==> config.mk <==
export PLATFORM = sky130hd
export DESIGN_NAME = time_set_controller_flat
export DESIGN_NICKNAME = d
export VERILOG_FILES = /design/src/rtl/time_set_if.sv /design/src/rtl/time_set_controller.sv /design/src/flat_wrapper.sv
export SDC_FILE = /design/constraint.sdc
export NUM_CORES = 1
export LEC_CHECK = 0
export BUFFER_PORTS_ARGS = -buffer_cell sky130_fd_sc_hd__buf_2
export CAP_MARGIN = 20
export CELL_PAD_IN_SITES_DETAIL_PLACEMENT = 1
export CELL_PAD_IN_SITES_GLOBAL_PLACEMENT = 2
export CORE_MARGIN = 2
export CORE_UTILIZATION = 31
export DETAILED_ROUTE_END_ITERATION = 8
export PLACE_DENSITY = 0.8
export SLEW_MARGIN = 10
export SYNTH_ARGS = -nofsm -noshare
export SYNTH_HDL_FRONTEND = slang
export SYNTH_SLANG_ARGS = --single-unit
==> constraint.sdc <==
create_clock -name clk -period 2.6 [get_ports clk]
set_input_delay 0.13 -clock clk [delete_from_list [all_inputs] [get_ports clk]]
set_output_delay 0.13 -clock clk [all_outputs]
set_load 0.03 [all_outputs]
==> src/rtl/time_set_if.sv <==
// time_set_if
//   Bundles the controller's button inputs, the running time/date from the
//   counters, and the display/commit outputs.
//   Commit semantics: load is a single-cycle strobe with no back-pressure;
//   load_* are stable whenever load=1 and the consumer must take them on
//   that cycle (it also clears seconds on load).
//   Modports:
//     master - drives buttons and cur_*, observes controller outputs
//     slave  - the controller itself
interface time_set_if;
    logic       btn_mode_n;
    logic       btn_inc_n;
    logic [4:0] cur_hour;
    logic [5:0] cur_min;
    logic [4:0] cur_day;
    logic [3:0] cur_month;
    logic [6:0] cur_year;
    logic       set_active;
    logic       show_date;
    logic [2:0] blink_mask;
    logic       load;
    logic [4:0] load_hour;
    logic [5:0] load_min;
    logic [4:0] load_day;
    logic [3:0] load_month;
    logic [6:0] load_year;

    modport master (
        output btn_mode_n, btn_inc_n,
        output cur_hour, cur_min, cur_day, cur_month, cur_year,
        input  set_active, show_date, blink_mask,
        input  load, load_hour, load_min, load_day, load_month, load_year
    );

    modport slave (
        input  btn_mode_n, btn_inc_n,
        input  cur_hour, cur_min, cur_day, cur_month, cur_year,
        output set_active, show_date, blink_mask,
        output load, load_hour, load_min, load_day, load_month, load_year
    );
endinterface

==> src/rtl/time_set_controller.sv <==
// time_set_controller
//   Debounces the mode/inc push-buttons and runs the time/date edit FSM.
//   Mode steps RUN -> hour -> minute -> day -> month -> year -> COMMIT;
//   inc bumps the field being edited with wrap. COMMIT emits one load strobe
//   carrying all edited values (day clamped to the month length).
//   Ports:
//     clk          system clock
//     reset        synchronous, active-high
//     bus          time_set_if.slave (buttons, cur_*, display and load outputs)
//     dbg_state_o  current FSM state encoding (RUN=0 .. COMMIT=6)
module time_set_controller #(
    parameter int DEBOUNCE_CYCLES   = 1_000_000,
    parameter int BLINK_HALF_CYCLES = 12_500_000
) (
    input  logic       clk,
    input  logic       reset,
    time_set_if.slave  bus,
    output logic [2:0] dbg_state_o
);
    localparam int DBW = $clog2(DEBOUNCE_CYCLES + 1);
    localparam int BLW = $clog2(BLINK_HALF_CYCLES + 1);

    typedef enum logic [2:0] {
        S_RUN    = 3'd0,
        S_HOUR   = 3'd1,
        S_MIN    = 3'd2,
        S_DAY    = 3'd3,
        S_MONTH  = 3'd4,
        S_YEAR   = 3'd5,
        S_COMMIT = 3'd6
    } state_t;

    // Button conditioning; index 0 = mode, index 1 = inc.
    logic [1:0]     raw;
    logic [1:0]     sync0_q, sync1_q, level_q, press_q;
    logic [DBW-1:0] db_cnt_q [2];

    assign raw = {bus.btn_inc_n, bus.btn_mode_n};

    always_ff @(posedge clk) begin
        if (reset) begin
            sync0_q <= 2'b11;
            sync1_q <= 2'b11;
            level_q <= 2'b11;
            press_q <= 2'b00;
            for (int i = 0; i < 2; i++) db_cnt_q[i] <= '0;
        end else begin
            sync0_q <= raw;
            sync1_q <= sync0_q;
            press_q <= 2'b00;
            for (int i = 0; i < 2; i++) begin
                if (sync1_q[i] == level_q[i]) begin
                    // Any sample agreeing with the held level restarts the count.
                    db_cnt_q[i] <= '0;
                end else if (db_cnt_q[i] == DBW'(DEBOUNCE_CYCLES - 1)) begin
                    db_cnt_q[i] <= '0;
                    level_q[i]  <= sync1_q[i];
                    // Level was 1 and is flipping to 0: that is a press.
                    press_q[i]  <= level_q[i];
                end else begin
                    db_cnt_q[i] <= db_cnt_q[i] + DBW'(1);
                end
            end
        end
    end

    logic mode_ev, inc_ev;
    assign mode_ev = press_q[0];
    assign inc_ev  = press_q[1];

    function automatic logic [4:0] days_in(input logic [3:0] m, input logic leap);
        case (m)
            4'd2:                      return leap ? 5'd29 : 5'd28;
            4'd4, 4'd6, 4'd9, 4'd11:   return 5'd30;
            default:                   return 5'd31;
        endcase
    endfunction

    function automatic logic is_set(input state_t s);
        return (s == S_HOUR) || (s == S_MIN) || (s == S_DAY) ||
               (s == S_MONTH) || (s == S_YEAR);
    endfunction

    state_t         state_q, state_d;
    logic [4:0]     hour_q, hour_d;
    logic [5:0]     min_q, min_d;
    logic [4:0]     day_q, day_d;
    logic [4:0]     day_load_q, day_load_d;
    logic [3:0]     month_q, month_d;
    logic [6:0]     year_q, year_d;
    logic [BLW-1:0] blink_cnt_q, blink_cnt_d;
    logic           phase_q, phase_d;
    logic           inc_ok;
    logic [4:0]     max_days;

    // Mode wins over a same-cycle inc; inc only counts inside SET_* states.
    assign inc_ok   = inc_ev && !mode_ev && is_set(state_q);
    assign max_days = days_in(month_q, (year_q[1:0] == 2'b00));

    always_comb begin
        state_d = state_q;
        case (state_q)
            S_RUN:    if (mode_ev) state_d = S_HOUR;
            S_HOUR:   if (mode_ev) state_d = S_MIN;
            S_MIN:    if (mode_ev) state_d = S_DAY;
            S_DAY:    if (mode_ev) state_d = S_MONTH;
            S_MONTH:  if (mode_ev) state_d = S_YEAR;
            S_YEAR:   if (mode_ev) state_d = S_COMMIT;
            S_COMMIT: state_d = S_RUN;
            default:  state_d = S_RUN;
        endcase
    end

    always_comb begin
        hour_d     = hour_q;
        min_d      = min_q;
        day_d      = day_q;
        day_load_d = day_load_q;
        month_d    = month_q;
        year_d     = year_q;
        if (state_q == S_RUN && mode_ev) begin
            hour_d     = bus.cur_hour;
            min_d      = bus.cur_min;
            day_d      = bus.cur_day;
            day_load_d = bus.cur_day;
            month_d    = bus.cur_month;
            year_d     = bus.cur_year;
        end else if (inc_ok) begin
            case (state_q)
                S_HOUR:  hour_d  = (hour_q >= 5'd23)  ? 5'd0 : hour_q + 5'd1;
                S_MIN:   min_d   = (min_q >= 6'd59)   ? 6'd0 : min_q + 6'd1;
                S_DAY: begin
                    day_d      = (day_q >= max_days)  ? 5'd1 : day_q + 5'd1;
                    day_load_d = day_d;
                end
                S_MONTH: month_d = (month_q >= 4'd12) ? 4'd1 : month_q + 4'd1;
                S_YEAR:  year_d  = (year_q >= 7'd99)  ? 7'd0 : year_q + 7'd1;
                default: ;
            endcase
        end
        // Month and year are final once SET_YEAR is left, so the clamped day
        // is registered on that transition and is stable throughout COMMIT.
        if (state_q == S_YEAR && mode_ev)
            day_load_d = (day_q > max_days) ? max_days : day_q;
    end

    always_comb begin
        blink_cnt_d = blink_cnt_q;
        phase_d     = phase_q;
        if (!is_set(state_d) || state_d != state_q || inc_ok) begin
            blink_cnt_d = '0;
            phase_d     = 1'b0;
        end else if (blink_cnt_q == BLW'(BLINK_HALF_CYCLES - 1)) begin
            blink_cnt_d = '0;
            phase_d     = ~phase_q;
        end else begin
            blink_cnt_d = blink_cnt_q + BLW'(1);
        end
    end

    always_ff @(posedge clk) begin
        if (reset) begin
            state_q     <= S_RUN;
            hour_q      <= '0;
            min_q       <= '0;
            day_q       <= '0;
            day_load_q  <= '0;
            month_q     <= '0;
            year_q      <= '0;
            blink_cnt_q <= '0;
            phase_q     <= 1'b0;
        end else begin
            state_q     <= state_d;
            hour_q      <= hour_d;
            min_q       <= min_d;
            day_q       <= day_d;
            day_load_q  <= day_load_d;
            month_q     <= month_d;
            year_q      <= year_d;
            blink_cnt_q <= blink_cnt_d;
            phase_q     <= phase_d;
        end
    end

    always_comb begin
        bus.blink_mask = 3'b000;
        case (state_q)
            S_HOUR, S_YEAR: bus.blink_mask = {phase_q, 2'b00};
            S_MIN, S_MONTH: bus.blink_mask = {1'b0, phase_q, 1'b0};
            S_DAY:          bus.blink_mask = {2'b00, phase_q};
            default:        bus.blink_mask = 3'b000;
        endcase
    end

    assign bus.set_active = is_set(state_q);
    assign bus.show_date  = (state_q == S_DAY) || (state_q == S_MONTH) || (state_q == S_YEAR);
    assign bus.load       = (state_q == S_COMMIT);
    assign bus.load_hour  = hour_q;
    assign bus.load_min   = min_q;
    assign bus.load_day   = day_load_q;
    assign bus.load_month = month_q;
    assign bus.load_year  = year_q;
    assign dbg_state_o    = state_q;
endmodule

==> src/flat_wrapper.sv <==
// flat-port wrapper written by rule: the top's interface ports become plain ports
module time_set_controller_flat 
#(
    parameter int DEBOUNCE_CYCLES   = 1_000_000,
    parameter int BLINK_HALF_CYCLES = 12_500_000
)
  (clk, reset, dbg_state_o, bus_btn_mode_n, bus_btn_inc_n, bus_cur_hour, bus_cur_min, bus_cur_day, bus_cur_month, bus_cur_year, bus_set_active, bus_show_date, bus_blink_mask, bus_load, bus_load_hour, bus_load_min, bus_load_day, bus_load_month, bus_load_year);
  time_set_if bus_i ();
  input  logic clk;
  input  logic reset;
  output logic [2:0] dbg_state_o;
  input wire logic [$bits(bus_i.btn_mode_n)-1:0] bus_btn_mode_n;
  input wire logic [$bits(bus_i.btn_inc_n)-1:0] bus_btn_inc_n;
  input wire logic [$bits(bus_i.cur_hour)-1:0] bus_cur_hour;
  input wire logic [$bits(bus_i.cur_min)-1:0] bus_cur_min;
  input wire logic [$bits(bus_i.cur_day)-1:0] bus_cur_day;
  input wire logic [$bits(bus_i.cur_month)-1:0] bus_cur_month;
  input wire logic [$bits(bus_i.cur_year)-1:0] bus_cur_year;
  output wire logic [$bits(bus_i.set_active)-1:0] bus_set_active;
  output wire logic [$bits(bus_i.show_date)-1:0] bus_show_date;
  output wire logic [$bits(bus_i.blink_mask)-1:0] bus_blink_mask;
  output wire logic [$bits(bus_i.load)-1:0] bus_load;
  output wire logic [$bits(bus_i.load_hour)-1:0] bus_load_hour;
  output wire logic [$bits(bus_i.load_min)-1:0] bus_load_min;
  output wire logic [$bits(bus_i.load_day)-1:0] bus_load_day;
  output wire logic [$bits(bus_i.load_month)-1:0] bus_load_month;
  output wire logic [$bits(bus_i.load_year)-1:0] bus_load_year;
  assign bus_i.btn_mode_n = bus_btn_mode_n;
  assign bus_i.btn_inc_n = bus_btn_inc_n;
  assign bus_i.cur_hour = bus_cur_hour;
  assign bus_i.cur_min = bus_cur_min;
  assign bus_i.cur_day = bus_cur_day;
  assign bus_i.cur_month = bus_cur_month;
  assign bus_i.cur_year = bus_cur_year;
  assign bus_set_active = bus_i.set_active;
  assign bus_show_date = bus_i.show_date;
  assign bus_blink_mask = bus_i.blink_mask;
  assign bus_load = bus_i.load;
  assign bus_load_hour = bus_i.load_hour;
  assign bus_load_min = bus_i.load_min;
  assign bus_load_day = bus_i.load_day;
  assign bus_load_month = bus_i.load_month;
  assign bus_load_year = bus_i.load_year;
  time_set_controller #(.DEBOUNCE_CYCLES(DEBOUNCE_CYCLES), .BLINK_HALF_CYCLES(BLINK_HALF_CYCLES)) u_core (.clk(clk), .reset(reset), .bus(bus_i), .dbg_state_o(dbg_state_o));
endmodule
== Word-level counts from Yosys, hierarchy flattened ==
Memory sizes are Yosys's and may differ from the RTL's.
Cells that the tools add are included.
Cells by class
  add/sub/neg operators: 8
  order comparisons: 6
  eq/ne operators: 22
  muxes and demuxes: 62
  bitwise logic cells: 11
  reductions and logical operators: 43
Operator list (number)
  $mux 20: 6
  $mux 5: 10
  $add 20x1->20 const B: 2
  $eq 20x20->1 const B: 2
  $mux 7: 4
  $mux 1: 25
  $add 24x1->24 const B: 1
  $eq 24x24->1 const B: 1
  $mux 6: 4
  $mux 3: 6
  $pmux 3 s6: 1
  $mux 4: 4
  $reduce_and 2->1: 8
  $eq 3x3->1 const B: 5
  $eq 3x2->1 const B: 4
  $logic_or 1x1->1: 12
  $reduce_bool 2->1: 6
  $add 5x1->5 const B: 2
  $pmux 5 s2: 1
  $pmux 3 s3: 1
  $reduce_or 3->1: 3
  $eq 4x3->1 const B: 2
  $eq 4x4->1 const B: 2
  $add 7x1->7 const B: 1
  other kinds (21): 39
Storage, ports and cells
  register bits: 68
  memory bits (writable): 40
  input port bits: 31
  output and inout bits: 36
  logic and storage cells: 168
  memories kept: 1
Memories
  u_core.db_cnt_q: depth 2, bits a word 20, read ports 2, clocked after Yosys merged registers in 0, write ports 2, line time_set_controller.sv:36  | logic [DBW-1:0] db_cnt_q [2];

== Depth between registers and ports, before layout ==
  depth in word-level cells: 11
  depth in mapped cells: 11
  mapped depth without buffers: 11

== Least setup slack after synthesis ==
No wires, ideal clock.
  path type: reg2reg
  from: reg u_core.month_q[0] (netlist: u_core.bus.load_month[0])
  to: reg u_core.day_load_q[1] (netlist: u_core.bus.load_day[1])
  setup time: 0.087 ns
  arrival: 2.426 ns
  data required time: 2.513 ns
  path slack: 0.087 ns
  stages on the path, launching flop included: 10
  path buffers: 0
  clock period less this slack: 2.513 ns
  cells stage by stage: dfxtp_1 > inv_1 > ha_1 > nor3b_1 > ha_1 > nor2b_1 > o211ai_1 > mux2_2 > or3_1 > o31ai_1
Between the ends
  cells in the longest elaborated chain, start to end: 9
  elaborated cells on any way between the ends: 15
  classes of those cells: 2 x order compare; 5 x eq/ne; 7 x mux; 1 x reduce/logical
RTL lines
  start: declaration: line time_set_controller.sv:89  | logic [3:0] month_q, month_d;
  start signal: assignment: line time_set_controller.sv:178  | month_q <= month_d;
  $eq 4x3->1 / $eq 4x4->1 (equally long branches): line time_set_controller.sv:72  | case (m)
  $reduce_or 4->1: line time_set_controller.sv:72
  $pmux 5 s2 *: line time_set_controller.sv:72
  $ge 5x5->1: line time_set_controller.sv:133  | day_d = (day_q >= max_days) ? 5'd1 : day_q + 5'd1;
  $mux 5: line time_set_controller.sv:133
  $mux 5: line time_set_controller.sv:129  | case (state_q)
  $mux 5: line time_set_controller.sv:128  | end else if (inc_ok) begin
  $mux 5: line time_set_controller.sv:121  | if (state_q == S_RUN && mode_ev) begin
  $mux 5 *: line time_set_controller.sv:143  | if (state_q == S_YEAR && mode_ev)
  end signal: assignment: line time_set_controller.sv:177  | day_load_q <= day_load_d;
  end: declaration: line time_set_controller.sv:88  | logic [4:0] day_load_q, day_load_d;
Mark *: on every way between the ends. The rest lies on a longest branch, timed or not. The select of a mux whose other input is x is not followed.
A chain may end at the register's enable or synchronous reset.

== Worst setup path in the final report ==
Same ends and word-level chain as after synthesis.

==> impl_metrics.env <==
export IMPL_status="finished, violations left"
export IMPL_path_max_fanout=7
export IMPL_p_leak_nw=2.48
export IMPL_grt_pass1_vias=5024
export IMPL_violations="DRC"
export IMPL_p_total_mw=3.40
export IMPL_synth_area_leader_cell="dfxtp_1"
export IMPL_crit_top_cell="ha_1"
export IMPL_path_cells="inv_1 > ha_1 > nor3b_2 > ha_1 > nor2b_1 > o211ai_1 > mux2_2 > or3_1 > o31ai_1"
export IMPL_slew_limit_headroom_pct=53.3
export IMPL_path_delay_family="simple AND/OR/NAND/NOR gates"
export IMPL_min_path_type="in -> reg"
export IMPL_final_nets=784
export IMPL_yosysSeqAreaShare_pct=44.6
export IMPL_slowest_stage="dfxtp_2"
export IMPL_path_clk_slew_ps=80
export IMPL_yosys_area_top_type_share_pct=23.7
export IMPL_numCtsBuffers=9
export IMPL_floorplan_initialDensity_pct=31.8
export IMPL_grt_pass1_wl_mm=24.7
export IMPL_setup_violations=0
export IMPL_critPathArrivalTime_ps=2690
export IMPL_synth_area_um2=5750
export IMPL_die_w_um=140
export IMPL_critPathBufInv=1
export IMPL_worstMarginPinSlew_ps=700
export IMPL_final_cells=973
export IMPL_cts_root_buf="clkbuf_16"
export IMPL_dpl_cell_area_um2=6460
export IMPL_slew_viol_final=0
export IMPL_die_area_um2=19600
export IMPL_clkSinkCount=108
export IMPL_fin_util_pct=37.8
export IMPL_dp_hpwl_mm=10.7
export IMPL_die_h_um=140
export IMPL_dp_cells=952
export IMPL_fmaxAchievable_mhz=414
export IMPL_synth_distinct_cells=60
export IMPL_ys_flop_type="dfxtp_1"
export IMPL_gr_total_overflow=0
export IMPL_synth_warnings=0
export IMPL_vias_per_cell=5.03
export IMPL_hold_violations=0
export IMPL_synthCells=635
export IMPL_peakVddDrop_mv=0.316
export IMPL_area_growth_pct=18.9
export IMPL_cpPeakStageDelay_ps=390
export IMPL_finalCriticalPeriod_ps=2420
export IMPL_core_area_um2=18100
export IMPL_finalCritPeriodShare_pct=93.0
export IMPL_rsz0062_at_grt="false"
export IMPL_critical_path_startpoint_type="flop"
export IMPL_required_ps=2870
export IMPL_num_vias=4899
export IMPL_worst_setup_path_type="reg -> reg"
export IMPL_holdWs_ps=29.7
export IMPL_placement_io_buffers=66
export IMPL_htree_num_levels=3
export IMPL_drtIter0Drc=192
export IMPL_io_pins=67
export IMPL_wl_mm=14.5
export IMPL_route_detailed_drc=3
export IMPL_diodes=0
export IMPL_synthArstFlopShare_pct=0
export IMPL_synth_area_leaders="dfxtp_1, edfxtp_1, nor2_1, xor2_1, xnor2_1"
export IMPL_skew_ps=8.35
export IMPL_grt_use_total_pct=15.3
export IMPL_antenna_found_initial=0
export IMPL_synth_edf_count=40
export IMPL_clk_path_buf_depth=2
export IMPL_max_cap_violations=0
export IMPL_cts_tree="built"
export IMPL_gp_congestion=0.818
export IMPL_final_antenna_net_count=0
export IMPL_final_setup_tns_ps=0
export IMPL_critPathCaptureType="flop"
export IMPL_clk_latency_ps=360
export IMPL_finalInstanceArea_um2=6830
export IMPL_dpl_worst_slack_ps=59.5
export IMPL_syn_area_per_cell_um2=9.05
export IMPL_synth_seq_cells=108
export IMPL_p_per_area_nw_per_um2=497
export IMPL_routedWlPerCell_um=14.9
export IMPL_rows=49
export IMPL_layout_drive_gt1_share_pct=15.2
export IMPL_setup_ws_ps=182
export IMPL_dr_pass1_iters=6
export IMPL_grt_start_max_net_pins=27
[final timing paths]
path                                               from                                    to  slack, ps  depth (start not counted)
hold reg to reg            u_core.sync0_q[0]$_SDFF_PP1_          u_core.sync1_q[0]$_SDFF_PP1_        410                          1
setup reg to reg  u_core.bus.load_month[0]$_SDFFE_PP0P_   u_core.bus.load_day[1]$_SDFFE_PP0P_        180                          9
hold / removal                          bus_cur_year[3]  u_core.bus.load_year[3]$_SDFFE_PP0P_         30                          3
setup / recovery  u_core.bus.load_month[0]$_SDFFE_PP0P_   u_core.bus.load_day[1]$_SDFFE_PP0P_        180                          9
[cell usage after synthesis, types with 6 or more instances]
| cell type | number |
|---|---|
| xnor2_1 | 30 |
| clkbuf_1 | 7 |
| nand2_1 | 61 |
| nand2b_1 | 6 |
| a211oi_1 | 7 |
| edfxtp_1 | 40 |
| nor2_1 | 101 |
| o21ai_0 | 15 |
| and3_1 | 15 |
| nand4_1 | 12 |
| nor2b_1 | 7 |
| dfxtp_1 | 68 |
| a21oi_1 | 26 |
| nor3_1 | 21 |
| inv_1 | 13 |
| a22oi_1 | 7 |
| and4_1 | 9 |
| buf_2 | 15 |
| ha_1 | 14 |
| a31oi_1 | 6 |
| xor2_1 | 34 |
| nor4_1 | 6 |
| nand3_1 | 38 |
[repair_timing]
| action | 4_1_cts | 5_1_grt |
|---|---|---|
| setup endpoints to repair | 0 | 5 |
| hold buffers | 5 | 0 |
| hold endpoints to repair | 5 | 0 |
| setup buffers | 0 | 0 |
| resized for setup | 0 | 5 |
[power by group]
part | internal (mW) | switching [mW] | leakage [nW]
combinational | 0.0485 | 0.0606 | 1.36
clock | 0.794 | 0.680 | 0.157
sequential | 1.78 | 0.0325 | 0.963
[registers in the layout, summed over array words and instances (netlist names)]
register,count
u_core.bus.load_year,7
u_core.sync1_q,2
u_core.dbg_state_o,3
u_core.day_q,5
u_core.phase_q,1
u_core.sync0_q,2
u_core.press_q,2
u_core.bus.load_min,6
u_core.blink_cnt_q,24
u_core.db_cnt_q,40
u_core.bus.load_month,4
u_core.bus.load_day,5
u_core.bus.load_hour,5
u_core.level_q,2
[layout by cell type (no fill, tap or decap), types with 4 or more instances in the layout]
cell,Yosys,final
nor2_1,101,101
buf_2,15,66
dfxtp_1,68,65
nand2_1,61,61
edfxtp_1,40,40
conb_1,1,40
nand3_1,38,38
xor2_1,34,34
xnor2_1,30,30
a21oi_1,26,25
nor3_1,21,20
and3_1,15,15
o21ai_0,15,15
ha_1,14,14
inv_1,13,13
nand4_1,12,12
and4_1,9,9
clkbuf_16,0,9
nor2b_1,7,7
a211oi_1,7,7
a22oi_1,7,7
nand2b_1,6,6
nor4_1,6,6
a31oi_1,6,6
buf_4,0,6
a21o_1,5,5
o211ai_1,5,5
dlygate4sd3_1,0,5
and2_1,4,4
nor4_2,4,4
or3_1,4,4
or2_2,4,4
[cells by family (layout without fill, tap and decap cells)]
logic type | after synthesis | count (layout) | share of synthesized area [%]
XOR/XNOR | 64 | 64 | 9.75
other | 1 | 40 | 0.0653
adder cells (fa/ha/maj) | 14 | 14 | 3.05
flip-flops | 108 | 108 | 44.6
multiplexers | 4 | 4 | 0.740
AO/OA/AOI/OAI | 94 | 94 | 11.0
AND/OR/NAND/NOR | 313 | 313 | 27.8
buffers and inverters | 37 | 107 | 3.00
[cell type report]
type                       instances  area [µm²]
clock buffer                      10         239
tap                              229         287
fill                            2186       11300
multi-input combinational        529        3170
inverter                          13        48.8
timing repair buffer              78         445
clock inverter                     6        76.3
sequential                       108        2570
[worst min-delay path: cells and delay by family]
family	cells	cell delay, ps
simple gates	1	50
compound gates	1	70
buf+inv	1	90
[routing by layer]
| metal | vias to the layer above | routed length [µm] | GRT usage (%) |
|---|---|---|---|
| met3 | 13 | 318 | 2.60 |
| li1 | 2444 | - | - |
| met4 | 0 | 202 | 5.05 |
| met1 | 2390 | 6800 | 19.5 |
| met2 | 52 | 7190 | 26.4 |
| met5 | - | 0 | 0 |
Power figures use the tool's default switching activity.
